--- src/rtl/hatch_seq.sv ---
// Egg-hatching sequencer: start/temperature conditioning and frame stepping for the dot-matrix
// display. Define HATCH_FAIL_EN to enable the FAIL state, fail_cnt and the fail output.
module hatch_seq #(
    parameter int unsigned TICKS_PER_STEP = 1000,
    parameter int unsigned FAIL_TICKS     = 5000,
    parameter int unsigned LAST_FRAME     = 11
) (
    input  logic       clk,
    input  logic       rst,
    input  logic       start,
    input  logic       temp_in,
    output logic       st,
    output logic [3:0] num,
    output logic       temp,
    output logic       done,
    output logic       fail
);

    localparam int unsigned TickW = $clog2(TICKS_PER_STEP);
    localparam logic [TickW-1:0] TickLast = TickW'(TICKS_PER_STEP - 1);
    localparam logic [3:0] LastFrame = 4'(LAST_FRAME);

    if (TICKS_PER_STEP < 2) begin : g_bad_ticks
        $error("TICKS_PER_STEP must be at least 2");
    end
    if (LAST_FRAME > 15) begin : g_bad_last
        $error("LAST_FRAME must fit in 4 bits");
    end
    if (FAIL_TICKS < 1) begin : g_bad_fail
        $error("FAIL_TICKS must be at least 1");
    end

`ifdef HATCH_FAIL_EN
    localparam int unsigned FailW = $clog2(FAIL_TICKS + 1);
    localparam logic [FailW-1:0] FailLast = FailW'(FAIL_TICKS - 1);

    typedef enum logic [2:0] {StIdle, StRun, StHold, StDone, StFail} state_e;
`else
    typedef enum logic [2:0] {StIdle, StRun, StHold, StDone} state_e;
`endif

    state_e state_q, state_d;

    logic start_s1_q, start_s2_q, start_s3_q, start_rise_q, start_rise_d;
    logic temp_s1_q, temp_s2_q, temp_s3_q;

    logic [TickW-1:0] tick_q, tick_d;
    logic [3:0] num_q, num_d;
    logic st_q, st_d, temp_q, temp_d, done_q, done_d;

    // One RUN step: what tick/num/state become after a counted cycle.
    logic at_term;
    logic [TickW-1:0] step_tick;
    logic [3:0] step_num;
    state_e step_state;

`ifdef HATCH_FAIL_EN
    logic [FailW-1:0] fail_cnt_q, fail_cnt_d;
    logic fail_q, fail_d;
`endif

    // Rise pulse and temperature both get one extra stage so either input reaches the state
    // register with the same three-edge latency.
    assign start_rise_d = start_s2_q & ~start_s3_q;

    always_ff @(posedge clk or posedge rst) begin
        if (rst) begin
            start_s1_q   <= 1'b0;
            start_s2_q   <= 1'b0;
            start_s3_q   <= 1'b0;
            start_rise_q <= 1'b0;
            temp_s1_q    <= 1'b0;
            temp_s2_q    <= 1'b0;
            temp_s3_q    <= 1'b0;
        end else begin
            start_s1_q   <= start;
            start_s2_q   <= start_s1_q;
            start_s3_q   <= start_s2_q;
            start_rise_q <= start_rise_d;
            temp_s1_q    <= temp_in;
            temp_s2_q    <= temp_s1_q;
            temp_s3_q    <= temp_s2_q;
        end
    end

    always_comb begin
        at_term    = (tick_q == TickLast);
        step_tick  = at_term ? '0 : tick_q + TickW'(1);
        step_num   = (at_term && (num_q != LastFrame)) ? num_q + 4'd1 : num_q;
        step_state = (at_term && (num_q == LastFrame)) ? StDone : StRun;
    end

    always_comb begin
        state_d = state_q;
        tick_d  = tick_q;
        num_d   = num_q;
`ifdef HATCH_FAIL_EN
        fail_cnt_d = fail_cnt_q;
`endif
        unique case (state_q)
            StIdle: begin
                tick_d = '0;
                num_d  = '0;
                if (start_rise_q) state_d = StRun;
            end
            StRun: begin
                if (temp_s3_q) begin
                    state_d = StHold;
`ifdef HATCH_FAIL_EN
                    fail_cnt_d = '0;
`endif
                end else begin
                    state_d = step_state;
                    tick_d  = step_tick;
                    num_d   = step_num;
                end
            end
            StHold: begin
                if (!temp_s3_q) begin
                    // The exit cycle already counts, so a HOLD costs exactly its own length.
                    state_d = step_state;
                    tick_d  = step_tick;
                    num_d   = step_num;
`ifdef HATCH_FAIL_EN
                    fail_cnt_d = '0;
`endif
                end
`ifdef HATCH_FAIL_EN
                else if (fail_cnt_q == FailLast) begin
                    state_d = StFail;
                end else begin
                    fail_cnt_d = fail_cnt_q + FailW'(1);
                end
`endif
            end
            StDone: begin
                if (start_rise_q) begin
                    state_d = StRun;
                    tick_d  = '0;
                    num_d   = '0;
                end
            end
`ifdef HATCH_FAIL_EN
            StFail: begin
                if (start_rise_q) begin
                    state_d    = StRun;
                    tick_d     = '0;
                    num_d      = '0;
                    fail_cnt_d = '0;
                end
            end
`endif
            default: state_d = StIdle;
        endcase
    end

    always_comb begin
        st_d   = (state_d != StIdle);
        done_d = (state_d == StDone);
`ifdef HATCH_FAIL_EN
        temp_d = (state_d == StHold) || (state_d == StFail);
        fail_d = (state_d == StFail);
`else
        temp_d = (state_d == StHold);
`endif
    end

    always_ff @(posedge clk or posedge rst) begin
        if (rst) begin
            state_q <= StIdle;
            tick_q  <= '0;
            num_q   <= '0;
            st_q    <= 1'b0;
            temp_q  <= 1'b0;
            done_q  <= 1'b0;
        end else begin
            state_q <= state_d;
            tick_q  <= tick_d;
            num_q   <= num_d;
            st_q    <= st_d;
            temp_q  <= temp_d;
            done_q  <= done_d;
        end
    end

`ifdef HATCH_FAIL_EN
    always_ff @(posedge clk or posedge rst) begin
        if (rst) begin
            fail_cnt_q <= '0;
            fail_q     <= 1'b0;
        end else begin
            fail_cnt_q <= fail_cnt_d;
            fail_q     <= fail_d;
        end
    end

    assign fail = fail_q;
`else
    assign fail = 1'b0;
`endif

    assign st   = st_q;
    assign num  = num_q;
    assign temp = temp_q;
    assign done = done_q;

endmodule
--- config.mk ---
export PLATFORM = sky130hd
export DESIGN_NAME = hatch_seq
export DESIGN_NICKNAME = d
export VERILOG_FILES = /design/src/rtl/hatch_seq.sv
export SDC_FILE = /design/constraint.sdc
export NUM_CORES = 1
export LEC_CHECK = 0
export BUFFER_PORTS_ARGS = -buffer_cell sky130_fd_sc_hd__buf_2
export CELL_PAD_IN_SITES_DETAIL_PLACEMENT = 1
export CELL_PAD_IN_SITES_GLOBAL_PLACEMENT = 1
export CORE_MARGIN = 2
export CORE_UTILIZATION = 48
export DETAILED_ROUTE_END_ITERATION = 8
export HOLD_SLACK_MARGIN = 0.02
export PLACE_DENSITY = 0.85
export SETUP_SLACK_MARGIN = 0.3
export SYNTH_ARGS = -nofsm -noshare
export SYNTH_HDL_FRONTEND = slang
export SYNTH_SLANG_ARGS = --single-unit
--- constraint.sdc ---
create_clock -name clk -period 3.4 [get_ports clk]
set_input_delay 0.68 -clock clk [delete_from_list [all_inputs] [get_ports clk]]
set_output_delay 0.68 -clock clk [all_outputs]
set_load 0.02 [all_outputs]
==> results of run 1 <==
==> worst min path at each step <==
stage	cells after the start	end	startpoint
2_1_floorplan	0	start_s2_q	start_s1_q
3_3_place_gp	0	start_s2_q	start_s1_q
3_5_place_dp	0	temp_s3_q	temp_s2_q
4_1_cts	0	temp_s3_q	temp_s2_q
5_1_grt	0	temp_s2_q	temp_s1_q
6_report	0	temp_s3_q	temp_s2_q
==> registers in the layout (all words and copies together), names as in the netlist <==
signal and flops:
done 1, num 4, st 1, start_rise_q 1, start_s1_q 1, start_s2_q 1, start_s3_q 1, state_q 3
temp 1, temp_s1_q 1, temp_s2_q 1, temp_s3_q 1, tick_q 10
==> cell type report <==
cell class	instances	area [µm²]	area share, %
inverters	6	22.5	1.69
flip-flops and latches	27	676	50.8
multi-input cells	82	512	38.5
repair buffers	10	50.0	3.77
well taps	30	37.5	2.82
clock inverters	1	8.76	0.659
clock buffers	3	22.5	1.69
==> stage by stage <==
| step | cell area, µm² | utilization, % | setup slack (ns) |
|---|---|---|---|
| 2_1_floorplan | 1240 | - | 1.45 |
| 3_3_place_gp | 1300 | 52.9 | 1.34 |
| 3_5_place_dp | 1300 | 52.9 | 1.28 |
| 4_1_cts | 1330 | 54.1 | 1.22 |
| 5_1_grt | 1330 | 54.1 | 1.11 |
| 6_report | 1330 | 54.1 | 1.22 |
==> report_power, final <==
group	switching (mW)	total, mW	internal [mW]
sequential	0.0111	0.345	0.334
clock	0.101	0.149	0.0480
combinational	0.0446	0.0631	0.0185
total	0.157	0.557	0.400
==> layout by cell type (no fill, tap or decap), types with 3 or more instances in the layout <==
cell      count
o31ai_1       3
nor2_1        5
nand3_1       6
a21oi_1       8
nand2_1      12
buf_2        10
a211oi_1      3
or4_1         3
o21ai_0       6
inv_1         6
nor3_1        3
dfrtp_1      27
clkbuf_4      3
==> cell families after synthesis <==
| logic type | Yosys count | share of synthesized area, % |
|---|---|---|
| and+or+nand+nor | 43 | 19.0 |
| buffers and inverters | 12 | 4.25 |
| DFF | 27 | 54.7 |
| adders and majority gates | 2 | 2.02 |
| xor gates and xnor gates | 2 | 1.42 |
| other | 1 | 0.303 |
| muxes | 3 | 2.53 |
| AOI/OAI and AO/OA | 30 | 15.8 |
==> routing by layer <==
layer / global-route usage, % / up-vias / share of wire (%) / wire [µm]
met5: 0 / - / 0 / 0
met4: 7.50 / 0 / 0.94 / 23
met3: 2.46 / 4 / 2.9 / 71
met2: 31.9 / 14 / 49 / 1210
met1: 24.8 / 472 / 47 / 1140
li1: - / 450 / - / -
==> metrics.yaml, run 1 <==
power_leakage_nw: 0.587
synthTopCellsByArea: "dfrtp_1 (55%), nand2_1 (3.6%), a21oi_1 (3.2%)"
ys_seq_area_share_pct: 54.7
grt_use_total_pct: 19.1
synth.distinct_cells: 36
yosysWarningCount: 0
synth_top_area_cell: "dfrtp_1"
io_buffers: 10
initial_utilization_pct: 50.4
setup_viol: 0
power.density_nw_per_um2: 419
min_period_ns: 2.18
die_x_um: 54.8
critical-path-max-stage-delay_ns: 0.65
startpoint: "tick_q[0]"
cts_root_buf: "clkbuf_4"
clock_skew_ns: 0.00153
arrival_ns: 2.41
drive_above_1_share_pct: 11.6
vias: 940
hold_viol: 0
clock-sinks: 27
drc: 0
status: "complete, no violations"
drt_iter0_markers: 11
synth_common_cells: "dfrtp_1 (27), nand2_1 (12), a21oi_1 (8)"
required_ns: 3.63
worstSkewPairLatency_ns: 0.33
fin_cells: 159
critical_path.startpoint_type: "flop"
postRouteAntennaNets: 0
tritoncts: "yes"
first_pass_iters: 4
async_flop_share_pct: 100
synthCells: 120
cp_num_buf_inv: 0
cts_buffers: 3
ctsHoldBuffers: 0
cp-end-kind: "flop"
die_h_um: 54.8
fmax_mhz: 458
maxCapViolCount: 0
grt_max_degree: 28
overflow: 0
dpl.hpwl_um: 1740
n_fill_cell: 286
num_antenna_cells: 0
drv_slew: 0
wl_um: 2450
synth_ff_type: "dfrtp_1"
r2r-end: "num[0]"
path_max_fanout: 9
cp-endpoint: "num[0]"
irDropWorstVdd_mv: 0.272
cp_cell_sequence: "ha_1, nand2_1, or4b_1, a211oi_2, mux2_1"
antenna_found_initial: 0
post-route-period-util_pct: 64.2
synth_top_area_share_pct: 54.7
clkTransAtPathRegs_ns: 0.15
min_path_type: "reg2reg"
gp_congestion: 0.763
vias_per_cell: 5.91
cts_repair_resize_count: 0
cts.path.max_buffers: 2
dp_cells: 155
total_power_mw: 0.557
yosysMostFrequentCell: "dfrtp_1"
hold_ws_ns: 0.370
post_cts_buffers: 0
worstSetupPathType: "reg2reg"
rsz0062_at_grt: "no"
rr_worst_depth: 5
dieArea_um2: 3000
cp.depth: 5
ys_seq_elements: 27
h-tree-depth: 1
slew_headroom_pct: 34.1
syn_area_per_cell_um2: 10.3
ios: 12
wire_per_inst_um: 15.4
layout-area-overhead-vs-synth_pct: 7.49
core-area_um2: 2450
syn_area_um2: 1240
r2r_setup_slack_ns: 1.22
timing.rr.start: "tick_q[0]"
synth_edf_count: 0
rows: 18
grt_pass1_wl_um: 4020
tightest_slew_ns: 0.987
first_global_vias: 902
num-nets-final: 136
cp_slowest_cell: "or4b_1"
crit_family: "simple AND/OR/NAND/NOR gates"
fin_setup_tns_ns: 0
No activity file was read; power rests on OpenSTA's default activity.
==> inputs of run 2 (changes only) <==
CORE_UTILIZATION = 44   (was 48)
PLACE_DENSITY = 0.79   (was 0.85)
clock period = 2.24 ns   (was 3.4 ns; I/O delays follow)
==> run 2 against run 1 <==
Die area up 8.4%; power increased by 62%; register-to-register slack worse by 0.91 ns; count of clock-buffer cells in the layout did not move; global-route usage increased by 0.97 points; via count up 10%; final cell count up 9.4%; hold slack got worse by 0.24 ns; sequential power increased by 53%; sequential share of layout area shrank 5.7 points; clock power increased by 56%; flip-flop and latch count unchanged.
==> metrics.yaml, run 2 (same netlist as run 1, synthesis figures left out) <==
drc: 0
critical_path.startpoint_type: "flop"
dpl.hpwl_um: 1860
gp_congestion: 0.730
worstSkewPairLatency_ns: 0.34
maxCapViolCount: 0
die_x_um: 57.0
fmax_mhz: 516
antenna_found_initial: 0
overflow: 0
clkTransAtPathRegs_ns: 0.16
grt_pass1_wl_um: 5000
hold_viol: 0
cts.path.max_buffers: 2
num_antenna_cells: 0
critical-path-max-stage-delay_ns: 0.59
layout-area-overhead-vs-synth_pct: 21.6
min_period_ns: 1.94
die_h_um: 57.0
h-tree-depth: 1
rsz0062_at_grt: "yes"
num-nets-final: 150
rr_worst_depth: 5
cp-end-kind: "flop"
power_leakage_nw: 0.659
postRouteAntennaNets: 0
fin_cells: 174
io_buffers: 10
n_fill_cell: 311
ios: 12
worstSetupPathType: "reg2reg"
fin_setup_tns_ns: 0
grt_use_total_pct: 20.0
setup_slack_ns: 0.303
grt_max_degree: 28
cts_buffers: 3
power.density_nw_per_um2: 599
wire_per_inst_um: 18.8
dieArea_um2: 3250
drt_iter0_markers: 35
final_cell_mix: "dfrtp_1 (25), buf_4 (13), nand2_1 (12)"
first_pass_iters: 4
cp_cell_sequence: "ha_4, nand2_1, or4b_4, a211oi_4, mux2_1"
rows: 19
pre_cts_slack_ns: 0.138
r2r_setup_slack_ns: 0.30
regMostFlops: "tick_q"
timing.rr.start: "tick_q[1]"
vias: 1036
r2r-end: "num[0]"
status: "complete, no violations"
ctsHoldBuffers: 0
tritoncts: "yes"
irDropWorstVdd_mv: 0.427
arrival_ns: 2.18
cp_slowest_cell: "or4b_4"
mostFrequentLayoutCell: "dfrtp_1"
drive_above_1_share_pct: 26.6
initial_utilization_pct: 45.6
dp_cells: 160
cts_root_buf: "clkbuf_4"
post-route-period-util_pct: 86.5
required_ns: 2.49
wl_um: 3270
first_global_vias: 1041
setup_viol: 0
path_max_fanout: 8
vias_per_cell: 5.95
min_path_type: "in2async"
drv_slew: 0
clock-sinks: 27
clock_skew_ns: 0.0138
core-area_um2: 2710
largest_reg_flops: 10
total_power_mw: 0.900
[run 2: cell count changes in the layout (fill, tap and decap cells not counted), sizes merged]
cell / delta
buf: +13
a211o: +1
[run 2: worst max path at each step]
stage / from / endpoint / slack (ns) / depth (start not counted)
6_report: tick_q[1] / num[0] / 0.30 / 5
5_1_grt: tick_q[7] / num[0] / 0.22 / 4
4_1_cts: tick_q[1] / num[0] / 0.30 / 5
3_5_place_dp: tick_q[0] / num[0] / 0.14 / 5
3_3_place_gp: tick_q[0] / num[0] / 0.20 / 5
2_1_floorplan: tick_q[0] / num[0] / 0.33 / 6
[run 2: metal layers]
metal	track usage (%)	share of wire, %
met5	0	0
met4	6.64	0.83
met2	32.2	51
met1	28.3	44
met3	2.72	3.8
[run 2: metrics by stage]
step	instance area, µm²	hold WS [ns]	utilization [%]
detailed placement	1330	0.338	49.0
finish	1500	0.129	55.4
global route	1500	0.159	55.4
floorplan	1240	0.331	-
global placement	1330	0.338	49.0
CTS	1430	0.137	52.7
[run 2: area by class of cell]
class / count / area [µm²] / share of cell area (%)
repair buffers: 23 / 148 / 9.83
flip-flops and latches: 27 / 678 / 45.1
multi-input cells: 83 / 584 / 38.9
clock buffers: 3 / 22.5 / 1.50
inverters: 6 / 22.5 / 1.50
well taps: 31 / 38.8 / 2.58
clock inverters: 1 / 8.76 / 0.583
[run 2: what timing repair did]
action / in CTS / in global routing
gates resized for setup: 5 / 8
gates cloned: 0 / 1
setup buffers: 6 / 3
endpoints found under the setup margin: 10 / 10
pin swaps: 2 / 4
[run 2: power by group]
part	internal [mW]	switching [mW]	leakage (nW)	total, mW
sequential	0.507	0.0222	0.354	0.529
clock	0.0730	0.159	0.0183	0.232
combinational	0.0558	0.0830	0.287	0.139
total	0.636	0.264	0.659	0.900
[run 2: worst max-delay path: cells and delay by family, from the launching register on]
kind                     cells  cell delay (ns)
flip-flops                   1             0.43
adder cells (fa/ha/maj)      1             0.17
AO/OA/AOI/OAI                1             0.25
multiplexers                 1             0.35
AND/OR/NAND/NOR              2             0.64
